`config.mk`:
```
export PLATFORM = sky130hd
export DESIGN_NAME = sum_it_up
export DESIGN_NICKNAME = d
export VERILOG_FILES = /design/src/rtl/sum_it_up_pkg.sv /design/src/rtl/sum_register.sv /design/src/rtl/sum_it_up.sv
export SDC_FILE = /design/constraint.sdc
export NUM_CORES = 1
export LEC_CHECK = 0
export CELL_PAD_IN_SITES_DETAIL_PLACEMENT = 0
export CELL_PAD_IN_SITES_GLOBAL_PLACEMENT = 1
export CORE_ASPECT_RATIO = 1.1
export CORE_MARGIN = 5
export CORE_UTILIZATION = 31
export DETAILED_ROUTE_END_ITERATION = 8
export GPL_ROUTABILITY_DRIVEN = 0
export PLACE_DENSITY = 0.74
export REMOVE_ABC_BUFFERS = 1
export SYNTH_ARGS = -nofsm -noshare
export SYNTH_HDL_FRONTEND = slang
export SYNTH_SLANG_ARGS = --single-unit
```
`constraint.sdc`:
```
create_clock -name ck -period 3.3 [get_ports ck]
set_clock_uncertainty 0.15 [all_clocks]
set_input_delay 0.33 -clock ck [delete_from_list [all_inputs] [get_ports ck]]
set_output_delay 0.33 -clock ck [all_outputs]
set_load 0.005 [all_outputs]
```
`src/rtl/sum_it_up_pkg.sv`:
```
// Shared types and constants for the sum_it_up serial accumulator.
package sum_it_up_pkg;

    localparam int DATA_W = 8;

    typedef enum logic [1:0] {
        IDLE = 2'd0,
        SUM  = 2'd1,
        DONE = 2'd2
    } state_t;

endpackage

```
`src/rtl/sum_register.sv`:
```
// Accumulator storage: register with synchronous clear and load enable.
module sum_register
    import sum_it_up_pkg::*;
(
    input  logic              ck,
    input  logic              reset_l,
    input  logic              clr,
    input  logic              en,
    input  logic [DATA_W-1:0] d,
    output logic [DATA_W-1:0] q
);

    // Clear wins over load so a go request always starts the run from zero.
    always_ff @(posedge ck or negedge reset_l) begin
        if (!reset_l) begin
            q <= '0;
        end else if (clr) begin
            q <= '0;
        end else if (en) begin
            q <= d;
        end
    end

endmodule

```
`src/rtl/sum_it_up.sv`:
```
// Serial 8-bit accumulator: go_l starts a run, nonzero bytes add into sum,
// a zero byte ends the run and done pulses for one cycle.
module sum_it_up
    import sum_it_up_pkg::*;
(
    input  logic              ck,
    input  logic              reset_l,
    input  logic              go_l,
    input  logic [DATA_W-1:0] inA,
    output logic              done,
    output logic [DATA_W-1:0] sum,
    output logic [1:0]        dbg_state
);

    // Protocol: go_l is a level sampled only in IDLE; inA is a byte stream sampled
    // every SUM cycle with 0 as terminator. There is no backpressure.
    state_t             state, state_next;
    logic               clr, en;
    logic               ina_zero;
    logic [DATA_W-1:0]  sum_next;

    assign ina_zero = (inA == '0);
    assign sum_next = sum + inA;

    always_ff @(posedge ck or negedge reset_l) begin
        if (!reset_l) begin
            state <= IDLE;
        end else begin
            state <= state_next;
        end
    end

    always_comb begin
        state_next = state;
        clr        = 1'b0;
        en         = 1'b0;
        case (state)
            IDLE: begin
                if (!go_l) begin
                    clr        = 1'b1;
                    state_next = SUM;
                end
            end
            SUM: begin
                if (ina_zero) begin
                    state_next = DONE;
                end else begin
                    en = 1'b1;
                end
            end
            DONE: begin
                state_next = IDLE;
            end
            default: begin
                state_next = IDLE;
            end
        endcase
    end

    assign done      = (state == DONE);
    assign dbg_state = state;

    sum_register u_sum_register (
        .ck      (ck),
        .reset_l (reset_l),
        .clr     (clr),
        .en      (en),
        .d       (sum_next),
        .q       (sum)
    );

endmodule

```
==> impl_metrics.prom, run 1 <==
# TYPE chip_impl_metric gauge
chip_impl_metric{name="grt_start_max_net_pins",unit=""} 18
chip_impl_metric{name="syn_area_per_cell",unit="sq um"} 9.38
chip_impl_metric{name="finish.cell_count_without_fillers",unit=""} 130
chip_impl_metric{name="ctsResizeCount",unit=""} 0
chip_impl_info{name="rsz0062_at_grt",value="false"} 1
chip_impl_metric{name="drt_first_iter_violations",unit=""} 5
chip_impl_metric{name="timing.setup.tns",unit="ps"} 0
chip_impl_metric{name="maxCapViolCount",unit=""} 0
chip_impl_metric{name="crit_arrival",unit="ps"} 2190
chip_impl_metric{name="netlist.area_leader.share",unit="%"} 34.2
chip_impl_metric{name="vias_in_the_first_global_route",unit=""} 663
chip_impl_metric{name="route.detailed.drc",unit=""} 0
chip_impl_metric{name="insertion_delay",unit="ps"} 260
chip_impl_metric{name="layout-drive-gt1-share",unit="%"} 9.00
chip_impl_metric{name="clock-sinks",unit=""} 10
chip_impl_metric{name="setup_slack",unit="ps"} 1140
chip_impl_info{name="holdCritPathClass",value="input pin to async pin"} 1
chip_impl_metric{name="routed_via_density",unit=""} 4.81
chip_impl_metric{name="number_of_top_level_design_ports",unit=""} 22
chip_impl_metric{name="initial_util",unit="%"} 32.5
chip_impl_metric{name="max_fanout_on_critical_path",unit=""} 3
chip_impl_metric{name="area_growth_syn_to_fin",unit="%"} 36.2
chip_impl_metric{name="ant_nets",unit=""} 0
chip_impl_info{name="crit_type",value="input pin to flip-flop"} 1
chip_impl_metric{name="antenna_found_initial",unit=""} 0
chip_impl_metric{name="route.detailed.wl_per_inst",unit="microns"} 12.6
chip_impl_info{name="timing.critical_path.mode_cell",value="o21a_1"} 1
chip_impl_metric{name="cts_setup_buffers",unit=""} 0
chip_impl_metric{name="placedCellCount",unit=""} 126
chip_impl_metric{name="core_region_area",unit="sq um"} 2250
chip_impl_metric{name="p_leak",unit="nW"} 0.418
chip_impl_metric{name="grtUsageTotal",unit="%"} 10.7
chip_impl_info{name="critical_path.cell_chain",value="clkdlybuf4s50_1 -> ha_1 -> inv_1 -> fa_1 -> nor2b_4 -> o31a_1 -> o21a_1 -> o21a_1 -> o31ai_2"} 1
chip_impl_metric{name="wl",unit="mm"} 1.64
chip_impl_metric{name="num-nets-final",unit=""} 120
chip_impl_metric{name="critical_path_cell_count",unit=""} 9
chip_impl_metric{name="synth_area",unit="sq um"} 732
chip_impl_metric{name="setup_viol",unit=""} 0
chip_impl_metric{name="crit_required",unit="ps"} 3330
chip_impl_info{name="path_delay_family",value="compound AO/OA/AOI/OAI gates"} 1
chip_impl_metric{name="post_synth_num_cell_types",unit=""} 31
chip_impl_metric{name="grt_pass1_wl",unit="mm"} 2.84
chip_impl_info{name="reg2reg_from",value="u_sum_register.q[0]"} 1
chip_impl_metric{name="floorplan.die_area",unit="sq um"} 3430
chip_impl_metric{name="ys_seq_area_share",unit="%"} 34.2
chip_impl_metric{name="rows",unit=""} 18
chip_impl_metric{name="detailedPlacementHpwl",unit="mm"} 1.29
chip_impl_metric{name="tritoncts.num_buffers",unit=""} 3
chip_impl_metric{name="finalWorstPathRequiredPeriod",unit="ps"} 2160
chip_impl_metric{name="gr-total-overflow",unit=""} 0
chip_impl_metric{name="r2r_cell_count",unit=""} 8
chip_impl_metric{name="worst_margin_slew",unit="ps"} 536
chip_impl_metric{name="finalCritPeriodShare",unit="%"} 65.4
chip_impl_info{name="endpoint_kind",value="flip-flop"} 1
chip_impl_metric{name="cts_hold_buf",unit=""} 0
chip_impl_metric{name="cts_max_level",unit=""} 1
chip_impl_info{name="cts_tree",value="yes"} 1
chip_impl_metric{name="n_antenna_cell",unit=""} 0
chip_impl_metric{name="critical_path.n_buffers_inverters",unit=""} 2
chip_impl_info{name="synth_largest_area_cell",value="dfrtp_1"} 1
chip_impl_info{name="area_contributors_post_synth",value="dfrtp_1, ha_1, o21ai_0"} 1
chip_impl_metric{name="vdd_ir_drop_max",unit="mV"} 0.390
chip_impl_metric{name="ys.warnings.count",unit=""} 0
chip_impl_metric{name="cts-root-to-sink-buffers",unit=""} 2
chip_impl_metric{name="detailroute.via_count",unit=""} 625
chip_impl_info{name="critical_path.startpoint",value="inA[0]"} 1
chip_impl_metric{name="fmaxAchievable",unit="GHz"} 0.463
chip_impl_metric{name="pre_cts_ws",unit="ps"} 865
chip_impl_info{name="cts_root_buffer",value="clkbuf_4"} 1
chip_impl_info{name="timing.critical_path.slowest_stage_cell",value="clkdlybuf4s50_1"} 1
chip_impl_metric{name="numPortBuffers",unit=""} 21
chip_impl_metric{name="synthesis.instances",unit=""} 78
chip_impl_metric{name="report.final.slew_viol_count",unit=""} 0
chip_impl_metric{name="power_density",unit="nW/um^2"} 865
chip_impl_metric{name="drt_pass1_iterations",unit=""} 3
chip_impl_metric{name="final.hold.worst_slack",unit="ps"} 243
chip_impl_metric{name="yosys_register_bits",unit=""} 10
chip_impl_metric{name="die_w",unit="microns"} 56.3
chip_impl_info{name="status",value="finished, final reports clean"} 1
chip_impl_metric{name="dieHeight",unit="microns"} 61.0
chip_impl_info{name="kind_of_launch_point_of_the_worst_setup_path",value="input pin"} 1
chip_impl_metric{name="clk_pin_slew_worst_paths",unit="ps"} 70
chip_impl_metric{name="slew_headroom",unit="%"} 64.3
chip_impl_metric{name="cp_slowest_stage_delay",unit="ps"} 430
chip_impl_metric{name="final-hold-violation-count",unit=""} 0
-- synthesized netlist by cell type --
cell       n
nor4_1     2
o41a_1     1
o31ai_2    1
o21a_1     3
o211ai_1   1
nor2b_4    1
inv_1      4
o21ai_0    7
buf_4      2
nor3_1     2
xnor2_1    1
clkbuf_1   1
o31a_1     1
nand3_1    5
a21oi_1    4
a211oi_1   1
nand2b_1   2
nand2_1    3
a31o_2     1
dfrtp_1   10
fa_1       1
a211oi_2   1
mux2i_1    1
or3_1      1
o211ai_2   1
nor2b_1    1
nor2_1     7
ha_1       7
a21o_1     2
xor2_1     2
and3_1     1
-- sequential cells by signal (all words and copies together), names as in the netlist --
signal            cells
dbg_state             2
u_sum_register.q      8
-- cells by family (layout without fill, tap and decap cells) --
kind of cell             count (synthesis)  after routing  share of synthesized area (%)
buffers and inverters                    7             29                           4.61
AO/OA/AOI/OAI                           24             24                           23.8
multiplexers                             1              1                           1.37
AND/OR/NAND/NOR                         25             25                           17.8
flip-flops                              10             10                           34.2
XOR/XNOR                                 3              3                           3.59
adder cells (fa/ha/maj)                  8              8                           14.7
-- where the power goes --
part	internal, W	leakage, nW	switching (W)
registers	0.000181	0.117	0.0000465
clock network	0.0000669	0.0210	0.0000429
logic	0.000288	0.280	0.000238
total	0.000535	0.418	0.000327
-- layout make-up --
type / instances / area, sq um
tap: 30 / 37.5
fill: 240 / 1250
clock buffer: 4 / 36.3
multi-input combinational: 61 / 448
timing repair buffer: 21 / 210
inverter: 4 / 15.0
sequential: 10 / 250
-- routing by layer --
metal	vias to the layer above	wire length (microns)	GRT usage (%)
li1	327	-	-
met1	279	800	12.8
met2	19	725	18.5
met3	0	112	3.19
met4	0	0	4.07
met5	-	0	0
-- worst register-to-register path: cells and delay by family (launching register included) --
kind	cells	cell delay (ps)
DFF	1	400
and+or+nand+nor	1	50
AOI/OAI and AO/OA	4	800
adders and majority gates	2	480
buffers and inverters	1	80
-- final timing paths --
check	endpoint	slack (ps)
worst min register to register	u_sum_register.q[2]	400
worst min-delay path	u_sum_register.q[2]	240
max in group asynchronous	u_sum_register.q[7]	2420
worst max register to register	u_sum_register.q[6]	1270
worst max-delay path	u_sum_register.q[6]	1140
min in group ck	u_sum_register.q[2]	400
-- cells in the final DEF, fill, tap and decap left out, types with 3 or more instances in the layout --
cell / netlist / layout
clkdlybuf4s50_1: 0 / 21
dfrtp_1: 10 / 10
o21ai_0: 7 / 7
nor2_1: 7 / 7
ha_1: 7 / 7
nand3_1: 5 / 5
inv_1: 4 / 4
a21oi_1: 4 / 4
o21a_1: 3 / 3
nand2_1: 3 / 3
clkbuf_4: 0 / 3
-- through the flow --
| step | util (%) | total power, W | area [sq um] |
|---|---|---|---|
| 6_report | 44.3 | 0.000862 | 997 |
| 5_1_grt | 44.3 | 0.000946 | 997 |
| 4_1_cts | 44.3 | 0.000878 | 997 |
| 3_5_place_dp | 42.7 | 0.000758 | 961 |
| 3_3_place_gp | 42.7 | 0.000758 | 961 |
| 2_1_floorplan | - | 0.000568 | 713 |
(Power assumes the default switching activity.)
==> run 2: changes to the inputs <==
Clock period 3.3 ns to 2.2 ns, I/O delays scaled along.
==> run 2 against run 1 <==
  * Cell area is 5.3% higher
  * Via count is 8.6% higher
  * Combinational power is 63% higher
  * Count of clock-buffer cells in the layout stayed put
  * Clock power is 55% higher
  * Global-route usage is 0.69 points higher
  * First-iteration DRC count is 120% higher
  * Critical path depth is 2 lower
  * Final cell count is 5.4% higher
  * Critical path type unchanged
  * Largest power group unchanged
==> impl_metrics.prom, run 2 (synthesis results as in run 1) <==
# TYPE chip_impl_metric gauge
chip_impl_info{name="most_common_cell_after_layout_fill_and_taps_aside",value="clkdlybuf4s50_1"} 1
chip_impl_metric{name="die_w",unit="microns"} 56.3
chip_impl_metric{name="drt_first_iter_violations",unit=""} 11
chip_impl_metric{name="finalWorstPathRequiredPeriod",unit="ps"} 2020
chip_impl_metric{name="initial_util",unit="%"} 32.5
chip_impl_metric{name="detailedPlacementHpwl",unit="mm"} 1.41
chip_impl_info{name="cts_root_buffer",value="clkbuf_4"} 1
chip_impl_metric{name="final-hold-violation-count",unit=""} 0
chip_impl_metric{name="crit_required",unit="ps"} 2250
chip_impl_metric{name="setup_slack",unit="ps"} 181
chip_impl_metric{name="pre_cts_ws",unit="ps"} -87.7
chip_impl_info{name="crit_type",value="input pin to flip-flop"} 1
chip_impl_metric{name="vias_in_the_first_global_route",unit=""} 702
chip_impl_metric{name="vdd_ir_drop_max",unit="mV"} 0.831
chip_impl_metric{name="area_growth_syn_to_fin",unit="%"} 43.4
chip_impl_metric{name="detailroute.via_count",unit=""} 679
chip_impl_metric{name="wl",unit="mm"} 1.77
chip_impl_metric{name="num-nets-final",unit=""} 127
chip_impl_metric{name="gr-total-overflow",unit=""} 0
chip_impl_info{name="kind_of_launch_point_of_the_worst_setup_path",value="input pin"} 1
chip_impl_metric{name="core_region_area",unit="sq um"} 2250
chip_impl_metric{name="clk_pin_slew_worst_paths",unit="ps"} 80
chip_impl_metric{name="worst_margin_slew",unit="ps"} 510
chip_impl_metric{name="grt_start_max_net_pins",unit=""} 11
chip_impl_metric{name="cts-root-to-sink-buffers",unit=""} 2
chip_impl_metric{name="power.combinational.fraction",unit="%"} 62.4
chip_impl_metric{name="route.detailed.wl_per_inst",unit="microns"} 12.9
chip_impl_metric{name="setup.reg_to_reg.worst_slack",unit="ps"} 190
chip_impl_info{name="critical_path.startpoint",value="inA[1]"} 1
chip_impl_metric{name="largest_reg_flops",unit=""} 8
chip_impl_metric{name="drt_pass1_iterations",unit=""} 4
chip_impl_metric{name="number_of_top_level_design_ports",unit=""} 22
chip_impl_metric{name="r2r_cell_count",unit=""} 6
chip_impl_metric{name="p_int",unit="W"} 0.000852
chip_impl_metric{name="grtUsageTotal",unit="%"} 11.4
chip_impl_metric{name="p_leak",unit="nW"} 0.454
chip_impl_metric{name="cts_max_level",unit=""} 1
chip_impl_metric{name="power.share.clock",unit="%"} 12.4
chip_impl_metric{name="clock-sinks",unit=""} 10
chip_impl_metric{name="cts_setup_buffers",unit=""} 0
chip_impl_metric{name="routed_via_density",unit=""} 4.96
chip_impl_metric{name="antenna_found_initial",unit=""} 0
chip_impl_metric{name="numPortBuffers",unit=""} 21
chip_impl_metric{name="fin_util",unit="%"} 46.6
chip_impl_metric{name="timing.setup.tns",unit="ps"} 0
chip_impl_metric{name="sw_frac_of_total",unit="%"} 37.7
chip_impl_metric{name="ant_nets",unit=""} 0
chip_impl_metric{name="grt_pass1_wl",unit="mm"} 2.98
chip_impl_metric{name="ctsResizeCount",unit=""} 0
chip_impl_metric{name="tritoncts.num_buffers",unit=""} 3
chip_impl_metric{name="dieHeight",unit="microns"} 61.0
chip_impl_metric{name="seq_power_share",unit="%"} 25.2
chip_impl_info{name="worstReg2RegEnd",value="u_sum_register.q[7]"} 1
chip_impl_info{name="endpoint_of_the_most_critical_setup_path",value="u_sum_register.q[7]"} 1
chip_impl_metric{name="setup_viol",unit=""} 0
chip_impl_metric{name="layout-drive-gt1-share",unit="%"} 15.0
chip_impl_metric{name="route.detailed.drc",unit=""} 0
chip_impl_metric{name="crit_arrival",unit="ps"} 2070
chip_impl_info{name="reg2reg_from",value="u_sum_register.q[1]"} 1
chip_impl_metric{name="finalCritPeriodShare",unit="%"} 91.8
chip_impl_metric{name="power_density",unit="nW/um^2"} 1300
chip_impl_info{name="endpoint_kind",value="flip-flop"} 1
chip_impl_metric{name="maxCapViolCount",unit=""} 0
chip_impl_metric{name="slew_headroom",unit="%"} 65.9
chip_impl_metric{name="rows",unit=""} 18
chip_impl_metric{name="fmaxAchievable",unit="GHz"} 0.495
chip_impl_metric{name="n_antenna_cell",unit=""} 0
chip_impl_metric{name="cts_hold_buf",unit=""} 0
chip_impl_info{name="largest_register",value="u_sum_register.q"} 1
chip_impl_metric{name="report.final.slew_viol_count",unit=""} 0
chip_impl_info{name="most-common-layout-cells",value="clkdlybuf4s50_1, dfrtp_1"} 1
chip_impl_info{name="holdCritPathClass",value="input pin to async pin"} 1
chip_impl_metric{name="switching_component_of_the_power",unit="W"} 0.000516
chip_impl_info{name="rsz0062_at_grt",value="false"} 1
chip_impl_metric{name="floorplan.die_area",unit="sq um"} 3430
chip_impl_info{name="status",value="finished, final reports clean"} 1
chip_impl_metric{name="max_fanout_on_critical_path",unit=""} 3
chip_impl_metric{name="insertion_delay",unit="ps"} 270
chip_impl_info{name="cts_tree",value="yes"} 1
## run 2: changes by cell type in the layout (fill, tap and decap cells not counted), sizes merged
cell  previous run  this run
buf              0         7
## run 2: per-stage QoR
stage	hold WS (ps)	instances	total power (W)	instance area (sq um)
floorplan	-226	75	0.000853	713
global placement	362	133	0.00120	1010
detailed placement	380	133	0.00121	1010
CTS	151	137	0.00139	1050
global route	167	137	0.00149	1050
finish	136	137	0.00137	1050
## run 2: power by group through the flow
stage / clock (W) / sequential, W / combinational [W]
finish: 0.000170 / 0.000344 / 0.000854
global route: 0.000188 / 0.000359 / 0.000945
CTS: 0.000177 / 0.000345 / 0.000866
detailed placement: 0 / 0.000347 / 0.000858
global placement: 0 / 0.000347 / 0.000849
floorplan: 0 / 0.000344 / 0.000509
## run 2: worst min path at each step
stage / start / endpoint
floorplan: reset_l / dbg_state[0]
global placement: u_sum_register.q[3] / u_sum_register.q[3]
detailed placement: u_sum_register.q[5] / u_sum_register.q[5]
CTS: reset_l / u_sum_register.q[3]
global route: reset_l / u_sum_register.q[3]
finish: reset_l / u_sum_register.q[3]
## run 2: final cells by class
cell class | instances | area, sq um
multi-input combinational | 61 | 448
fill | 246 | 1200
sequential | 10 | 250
inverter | 4 | 15.0
tap | 30 | 37.5
timing repair buffer | 28 | 263
clock buffer | 4 | 36.3
## run 2: critical path, stage by stage
cell	delay (ps)
clkdlybuf4s50_1	450
ha_1	330
a211oi_2	290
o211ai_1	140
and3_1	220
o41a_1	360
nand2_1	70
## run 2: routing by layer
metal	routed length (microns)	GRT usage [%]
met5	0	0
met4	0	4.07
met3	134	3.62
met2	828	20.2
met1	805	13.2
